## config.mk

```make
export PLATFORM = sky130hd
export DESIGN_NAME = mem_port2_arbiter
export DESIGN_NICKNAME = d
export VERILOG_FILES = /design/src/rtl/mem_port2_arbiter.sv
export SDC_FILE = /design/constraint.sdc
export NUM_CORES = 1
export LEC_CHECK = 0
export ABC_AREA = 1
export CORE_ASPECT_RATIO = 0.5
export CORE_MARGIN = 2
export CORE_UTILIZATION = 39
export CTS_CLUSTER_SIZE = 25
export DETAILED_ROUTE_END_ITERATION = 16
export PLACE_DENSITY = 0.95
export REMOVE_ABC_BUFFERS = 1
export SETUP_SLACK_MARGIN = 0.2
export SYNTH_ARGS = -nofsm -noshare
export SYNTH_HDL_FRONTEND = slang
export SYNTH_SLANG_ARGS = --single-unit
```

## constraint.sdc

```tcl
create_clock -name clk -period 2.6 [get_ports clk]
set_input_delay 0.78 -clock clk [delete_from_list [all_inputs] [get_ports clk]]
set_output_delay 0.78 -clock clk [all_outputs]
set_load 0.05 [all_outputs]
```

## src/rtl/mem_port2_arbiter.sv

```systemverilog
// Two-requester (CPU / external loader) arbiter for port 2 of a 16x1k memory.
// Define ARB_ROUND_ROBIN_EN for round-robin contention; default is CPU priority with an ext starvation guard.
module mem_port2_arbiter #(
    parameter int STARVE_LIMIT = 3
) (
    input  logic        clk,
    input  logic        reset,
    input  logic        cpu_req,
    input  logic        cpu_we,
    input  logic [15:0] cpu_addr,
    input  logic [15:0] cpu_wdata,
    output logic        cpu_gnt,
    output logic        cpu_rvalid,
    input  logic        ext_req,
    input  logic        ext_we,
    input  logic [15:0] ext_addr,
    input  logic [15:0] ext_wdata,
    output logic        ext_gnt,
    output logic        ext_rvalid,
    output logic [15:0] rdata,
    output logic        mem_r2,
    output logic        mem_w2,
    output logic [15:0] mem_a2,
    output logic [15:0] mem_write2,
    input  logic [15:0] mem_readout2
);

    localparam logic [1:0] S_IDLE  = 2'd0;
    localparam logic [1:0] S_ISSUE = 2'd1;
    localparam logic [1:0] S_RESP  = 2'd2;

    logic [1:0]  r_state;
    logic        r_we;
    logic        r_owner_ext;
    logic [15:0] r_addr;
    logic [15:0] r_wdata;

    logic w_arb;
    logic w_contend;
    logic w_ext_priority;
    logic w_pick_ext;
    logic w_issue;
    logic w_resp_rd;

    // Arbitration happens at any edge that is not ending an ISSUE cycle.
    assign w_contend  = cpu_req & ext_req;
    assign w_arb      = ((r_state == S_IDLE) || (r_state == S_RESP)) && (cpu_req || ext_req);
    assign w_pick_ext = w_contend ? w_ext_priority : ext_req;

`ifdef ARB_ROUND_ROBIN_EN
    logic r_rr_ext_next;

    assign w_ext_priority = r_rr_ext_next;

    always_ff @(posedge clk) begin
        if (reset) begin
            r_rr_ext_next <= 1'b0;
        end else if (w_arb) begin
            r_rr_ext_next <= !w_pick_ext;
        end
    end
`else
    localparam int CW = (STARVE_LIMIT < 1) ? 1 : $clog2(STARVE_LIMIT + 1);
    localparam logic [CW-1:0] LIMIT = CW'(STARVE_LIMIT);

    logic [CW-1:0] r_starve_cnt;

    assign w_ext_priority = (r_starve_cnt == LIMIT);

    // Counts CPU wins while ext waits; once at LIMIT ext wins the next contention, so it never overflows.
    always_ff @(posedge clk) begin
        if (reset) begin
            r_starve_cnt <= '0;
        end else if (w_arb) begin
            if (!w_pick_ext && ext_req) begin
                r_starve_cnt <= r_starve_cnt + 1'b1;
            end else begin
                r_starve_cnt <= '0;
            end
        end
    end
`endif

    always_ff @(posedge clk) begin
        if (reset) begin
            r_state     <= S_IDLE;
            r_we        <= 1'b0;
            r_owner_ext <= 1'b0;
            r_addr      <= 16'h0000;
            r_wdata     <= 16'h0000;
        end else begin
            case (r_state)
                S_IDLE, S_RESP: begin
                    if (w_arb) begin
                        r_state     <= S_ISSUE;
                        r_owner_ext <= w_pick_ext;
                        r_we        <= w_pick_ext ? ext_we    : cpu_we;
                        r_addr      <= w_pick_ext ? ext_addr  : cpu_addr;
                        r_wdata     <= w_pick_ext ? ext_wdata : cpu_wdata;
                    end else begin
                        r_state <= S_IDLE;
                    end
                end
                S_ISSUE: r_state <= S_RESP;
                default: r_state <= S_IDLE;
            endcase
        end
    end

    // Pulses are masked while reset is high so an aborted access shows nothing further.
    assign w_issue   = (r_state == S_ISSUE) && !reset;
    assign w_resp_rd = (r_state == S_RESP) && !r_we && !reset;

    assign cpu_gnt    = w_issue & !r_owner_ext;
    assign ext_gnt    = w_issue &  r_owner_ext;
    assign mem_r2     = w_issue & !r_we;
    assign mem_w2     = w_issue &  r_we;
    assign cpu_rvalid = w_resp_rd & !r_owner_ext;
    assign ext_rvalid = w_resp_rd &  r_owner_ext;
    assign rdata      = w_resp_rd ? mem_readout2 : 16'h0000;
    assign mem_a2     = r_addr;
    assign mem_write2 = r_wdata;

endmodule

```

; Yosys cells after proc, flatten, opt, wreduce, memory -nomap -nowiden
; Cells that the tools add are included.
; W data, S select, Z words.
[totals]
reg_bits = 38
in_bits = 86
[classes]
n_addsub = 1
n_eq_ne = 3
n_mux = 8
n_bitwise = 7
reduce_logical = 14
[op_table]
columns = op, n
row1 = $mux W16, 3
row2 = $and A1 B1 Y1, 7
row3 = $logic_and A1 B1 Y1, 5
row4 = $eq A2 B2 Y1 const B, 2
row5 = $logic_not A1 Y1, 4
row6 = $pmux W2 S2, 1
row7 = $mux W1, 3
row8 = $add A2 B1 Y2 const B, 1
row9 = $eq A2 B1 Y1 const B, 1
row10 = $logic_not A2 Y1, 1
row11 = $logic_or A1 B1 Y1, 2
row12 = $mux W2, 1
row13 = $reduce_and A2 Y1, 1
row14 = $reduce_or A2 Y1, 1

; Logic depth before layout (Yosys ltp)
; Gate-level depths: netlist (run 1).
[logic_depth]
word_depth = 5
mapped_depth = 8
depth_no_buf = 7

; Worst setup path after synthesis (run 1)
; Ideal clock, no wire load.
[synth_timing]
kind = input-to-output
startpoint = input port reset
endpoint = output port rdata[10]
arrival_ns = 1.932
path_slack_ns = -0.112
cell_stages = 4
cell_sequence = inv_2 -> nand4_2 -> buf_2 -> nor2_1
[synth_between]
elab_chain_len = 3
[synth_rtl]
columns = item, line_no
row1 = "start, declared", 7  ; input logic reset,
row2 = $logic_not A1 Y1, 112  ; assign w_resp_rd = (r_state == S_RESP) && !r_we && !reset;
row3 = $logic_and A1 B1 Y1, 112
row4 = $mux W16, 120  ; assign rdata = w_resp_rd ? mem_readout2 : 16'h0000;
row5 = "end, declared", 20  ; output logic [15:0] rdata,
; No other way between the ends.

; Worst setup path after layout (run 1)
[layout_timing]
startpoint = input port mem_readout2[3]
endpoint = output port rdata[3]
[layout_between]
elab_chain_len = 1
[layout_rtl]
columns = item, line_no
row1 = "start, declared", 25  ; input logic [15:0] mem_readout2
row2 = $mux W16, 120
; No other way between the ends.

==> impl_metrics.toml, run 1 <==
[global_routing]
grt_pass1_vias = 3030
grtUsageTotal_pct = 32.4
antenna_found_initial = 1
grt_pass1_wl_mm = 15.2
gr-total-overflow = 0
grt_max_degree = 34

[clock_network]
numCtsBuffers = 5
clock_sinks = 38
cts-root-buf = "clkbuf_8"
clock_path_buffers = 2
htreeDepth = 2
holdBufCountCts = 0
worstSkewPairLatency_ns = 0.29
cts.reportedPaths.clkPinSlew_ns = 0.08
cts_tree = "built"

[timing]
hold_violations = 0
max_freq_ghz = 0.410
worst_slack_ns = 0.160
post-route-period-util_pct = 93.8
slew_headroom_pct = 64.1
period_needed_ns = 2.44
slew_viol_final = 0
skew_ns = 0.00290
rsz0062_at_grt = "yes"
setup_violations = 0
worstMarginPinSlew_ns = 0.537

[critical_path]
slowest_stage = "clkdlybuf4s50_1"
crit_start = "mem_readout2[3]"
path_max_fanout = 1
reg2reg_depth = 7
reg2reg_slack_ns = 0.96
cp_cell_sequence = "clkdlybuf4s50_1, inv_1, nor2_4, buf_12"
cp.arrival_ns = 1.66
start_kind = "input pin"
crit_type = "input pin to output pin"
cp.required_ns = 1.82
reg2reg_from = "r_starve_cnt[0]"
endpoint_kind = "output pin"
max_stage_delay_ns = 0.49
reg2reg_to = "mem_write2[7]"

[job]
maxCapViolations = 0

[routing]
first_pass_iters = 7
drc = 0
drtIter0Drc = 336
routed_wl_mm = 11.1
vias = 3080
vias_per_cell = 5.67
wl_per_cell_um = 20.4
drtAntennaViolNets = 0

[min_path]
min_to = "mem_a2[0]"
worstHoldStart = "mem_a2[0]"
hp-class = "flip-flop to flip-flop"
hold_path_depth = 2

[pwr]
p_seq_share_pct = 37.3
swShare_pct = 37.5
comb_power_share_pct = 40.0
leakage_nw = 1.96
switchingPower_mw = 0.669
ir_drop_mv = 0.250
power_density_nw_per_um2 = 421
power_frac_clock_pct = 22.7
p_int_mw = 1.12

[die]
rows = 18
start_util_pct = 41.7
die_x_um = 108
die_h_um = 56.2
core_um2 = 5090
fp.dieArea_um2 = 6090
ios = 140

[final_layout]
multi_input_area_um2 = 1210
regArea_um2 = 761
area_growth_pct = 99.8
layout.cells.non_filler = 543
fillerInstances = 238
nets = 560
final_layout_size_suffix_gt1_share_pct = 16.7

[placement]
post-place-cells = 528
dpl.hpwl_mm = 6.05
place.gp.congestion = 0.813
port_buffers = 139
dp_slack_ns = -0.225

[synth]
synth_top_cell_by_area = "dfxtp_1"
yosysTopAreaCellShare_pct = 35.8
ys_seq_area_share_pct = 35.8
avgSynthCellArea_um2 = 6.53
syn_area_um2 = 2120
synthFlopType = "dfxtp_1"
synth_top_cells_by_area = "dfxtp_1 (36%), nand3_1 (16%), nand2_1 (13%)"
async_reset_ff_share_pct = 0
yosysMostFrequentCell = "nand2_1"
synthTopCellsByCount = "nand2_1 (74), nand3_1 (67), inv_1 (56)"
synth_edf_count = 0
ys_types = 17
yosys_warnings = 0
netlist_instances = 325
ys_ff_latch = 38

[run_status]
status = "completed"
-- layout make-up --
cell class / instances / area share (%)
repair buffers: 160 / 44.4
inverters: 57 / 5.22
well taps: 70 / 2.06
flip-flops and latches: 38 / 17.9
clock inverters: 1 / 0.177
clock buffers: 6 / 1.71
diodes: 1 / 0.0590
multi-input cells: 210 / 28.5
-- repair_timing --
item / in CTS / in global routing
resized for setup: 49 / 9
setup buffers: 3 / 1
endpoints found under the setup margin: 22 / 12
pin swaps: 3 / 2
cloned: 3 / 0
-- metal layers --
metal / part of all wire (%) / vias to the layer above / track usage (%)
met2: 49 / 275 / 58.8
li1: - / 1306 / -
met1: 33 / 1403 / 32.0
met3: 10 / 96 / 10.4
met4: 8.0 / 0 / 20.9
met5: 0 / - / 0
-- per-stage QoR --
| stage | area [um^2] | TNS, ns | total power, mW | utilization, % | hold WS [ns] |
|---|---|---|---|---|---|
| 6_report | 4240 | 0 | 1.79 | 83.4 | 0.471 |
| 5_1_grt | 4240 | 0 | 1.84 | 83.3 | 0.494 |
| 3_3_place_gp | 3860 | -2.14 | 1.29 | 75.9 | 0.456 |
| 2_1_floorplan | 2020 | -7.26 | 0.985 | - | 0.460 |
| 4_1_cts | 4200 | 0 | 1.74 | 82.5 | 0.472 |
| 3_5_place_dp | 3860 | -3.65 | 1.31 | 75.9 | 0.459 |
-- registers in the layout (all words and copies together) (netlist names) --
signal        count
mem_a2           16
r_owner_ext       1
r_state           2
mem_write2       16
r_we              1
r_starve_cnt      2
-- power groups by stage --
stage               combinational [mW]  sequential, mW  clock (mW)
CTS                              0.677           0.663       0.398
floorplan                        0.157           0.828           0
global placement                 0.622           0.672           0
global route                     0.740           0.671       0.428
detailed placement               0.640           0.675           0
finish                           0.714           0.667       0.405
-- logic make-up after synthesis --
kind of cell,after synthesis,synth area share [%]
adder cells (fa/ha/maj),2,1.18
buffers and inverters,77,14.9
AO/OA/AOI/OAI,4,1.12
AND/OR/NAND/NOR,204,47.0
flip-flops,38,35.8
-- how the worst max path moves through the flow --
stage                             to  slack, ns  depth (start not counted)
after global routing        rdata[3]       0.15                          4
after global placement      rdata[4]      -0.10                          6
final                       rdata[3]       0.16                          4
after CTS                   rdata[2]       0.20                          7
after floorplan           cpu_rvalid      -0.38                          3
after detailed placement    rdata[2]      -0.22                          6
-- worst max-delay path: cells and delay by family --
kind | cells | cell delay (ns)
and+or+nand+nor | 1 | 0.15
buffers and inverters | 3 | 0.72
-- cells in the final DEF (no fill, tap or decap), types with 2 or more instances in the layout --
cell type | synthesis | final
nand2_1 | 74 | 73
inv_1 | 56 | 55
ha_1 | 2 | 2
nand3_1 | 67 | 67
buf_4 | 3 | 14
clkdlybuf4s50_1 | 0 | 115
dfxtp_1 | 38 | 38
nor2_2 | 0 | 3
nor2_1 | 27 | 5
nor2_4 | 0 | 19
buf_12 | 0 | 25
clkbuf_8 | 0 | 5
a21oi_1 | 2 | 2
buf_16 | 0 | 2
nand2_2 | 1 | 2
nand3b_1 | 33 | 33
No activity file was read; power rests on OpenSTA's default activity.
==> run 2, diff against run 1 <==
- PLACE_DENSITY: 0.95 -> 0.82
- SKIP_LAST_GASP: unset -> 1
- SLEW_MARGIN: unset -> 20
==> impl_metrics.toml, run 2 (synthesized netlist as in run 1, its figures left out) <==
[run_status]
status = "completed"

[placement]
dpl.hpwl_mm = 5.70
port_buffers = 139
dp_slack_ns = -0.161
place.gp.congestion = 0.753

[min_path]
min_to = "mem_write2[9]"
hp-class = "flip-flop to flip-flop"
hold_path_depth = 2
worstHoldStart = "mem_write2[9]"

[job]
maxCapViolations = 0

[global_routing]
gr-total-overflow = 0
grtUsageTotal_pct = 30.7
grt_pass1_vias = 2730
grt_max_degree = 35
antenna_found_initial = 0
grt_pass1_wl_mm = 14.3

[routing]
routed_wl_mm = 10.3
drtIter0Drc = 293
vias_per_cell = 5.26
wl_per_cell_um = 19.0
drtAntennaViolNets = 0
vias = 2843
drc = 0
first_pass_iters = 5

[die]
rows = 18
ios = 140
die_h_um = 56.2
fp.dieArea_um2 = 6090
start_util_pct = 41.7
die_x_um = 108
core_um2 = 5090

[pwr]
power_density_nw_per_um2 = 442
leakage_nw = 1.98
p_total_mw = 1.89
ir_drop_mv = 0.270

[clock_network]
cts.reportedPaths.clkPinSlew_ns = 0.08
clock_sinks = 38
clock_path_buffers = 2
cts_tree = "built"
htreeDepth = 2
holdBufCountCts = 0
cts-root-buf = "clkbuf_8"
numCtsBuffers = 5
worstSkewPairLatency_ns = 0.30

[critical_path]
start_kind = "input pin"
reg2reg_from = "r_starve_cnt[0]"
path_max_fanout = 4
crit_start = "reset"
cp_cell_sequence = "buf_6, inv_4, nand4_4, bufbuf_16, nor2_4, buf_12"
reg2reg_slack_ns = 1.02
slowest_stage = "bufbuf_16"
endpoint_kind = "output pin"
cp.arrival_ns = 1.64
max_stage_delay_ns = 0.31
reg2reg_to = "r_we"
reg2reg_depth = 7
cp.required_ns = 1.82
crit_type = "input pin to output pin"

[timing]
whs_ns = 0.472
rsz0062_at_grt = "yes"
hold_violations = 0
slew_headroom_pct = 61.9
skew_ns = 0.00517
worstMarginPinSlew_ns = 0.569
post-route-period-util_pct = 93.2
worst_slack_ns = 0.176
max_freq_ghz = 0.412
setup_violations = 0
period_needed_ns = 2.42
slew_viol_final = 0

[final_layout]
nets = 559
diodes = 0
final_common_cell = "clkdlybuf4s50_1"
final_layout_size_suffix_gt1_share_pct = 17.6
final_cell_mix = "clkdlybuf4s50_1 (115), nand2_1 (73), nand3_1 (67)"
area_growth_pct = 102
==> run 2: changes by cell type in the layout (fill, tap and decap cells not counted), moves of 2 or more <==
cell,delta
buf_4,-2
nor2_4,+3
nor2_2,-3
inv_2,+4
buf_6,+2
inv_1,-4
==> run 2: metal layers <==
layer / share of wire (%) / vias to the layer above / global-route usage [%]
li1: - / 1300 / -
met2: 46 / 174 / 53.2
met3: 9.3 / 48 / 10.1
met1: 40 / 1321 / 34.0
met5: 0 / - / 0
met4: 4.4 / 0 / 14.7
==> run 2: cell type report <==
type                            instances  area [um^2]
Sequential cell                        38          761
Clock buffer                            6         82.6
Fill cell                             261          810
Timing Repair Buffer                  159         1880
Clock inverter                          1         30.0
Tap cell                               70         87.6
Multi-Input combinational cell        210         1230
Inverter                               57          216
==> run 2: worst max path at each step <==
stage / cells past startpoint / endpoint / slack (ns)
2_1_floorplan: 3 / cpu_rvalid / -0.38
3_3_place_gp: 6 / rdata[8] / -0.10
3_5_place_dp: 6 / rdata[11] / -0.16
4_1_cts: 7 / rdata[8] / 0.22
5_1_grt: 4 / rdata[0] / 0.15
6_report: 6 / rdata[6] / 0.18
==> run 2: critical path: cells and delay by family <==
kind                   cells  cell delay [ns]
AND/OR/NAND/NOR            2             0.24
buffers and inverters      4             0.62
==> run 2: repair_timing <==
| item | 4_1_cts | 5_1_grt |
|---|---|---|
| setup buffers | 4 | 0 |
| setup endpoints to repair | 22 | 17 |
| gates resized for setup | 46 | 17 |
| cloned | 3 | 0 |
| pin swaps | 4 | 3 |
==> run 2: power breakdown <==
part / internal, mW / leakage, nW / total (mW) / switching (mW)
clock: 0.307 / 0.0573 / 0.524 / 0.217
combinational: 0.298 / 1.61 / 0.700 / 0.402
sequential: 0.633 / 0.314 / 0.668 / 0.0348
==> run 2: stage by stage <==
| step | utilization (%) | setup TNS (ns) | cells | cell area (um^2) |
|---|---|---|---|---|
| floorplan | - | -7.26 | 305 | 2020 |
| global placement | 75.7 | -2.09 | 527 | 3850 |
| detailed placement | 75.7 | -2.97 | 527 | 3850 |
| CTS | 83.0 | 0 | 541 | 4230 |
| global route | 84.1 | 0 | 541 | 4280 |
| finish | 84.1 | 0 | 541 | 4280 |
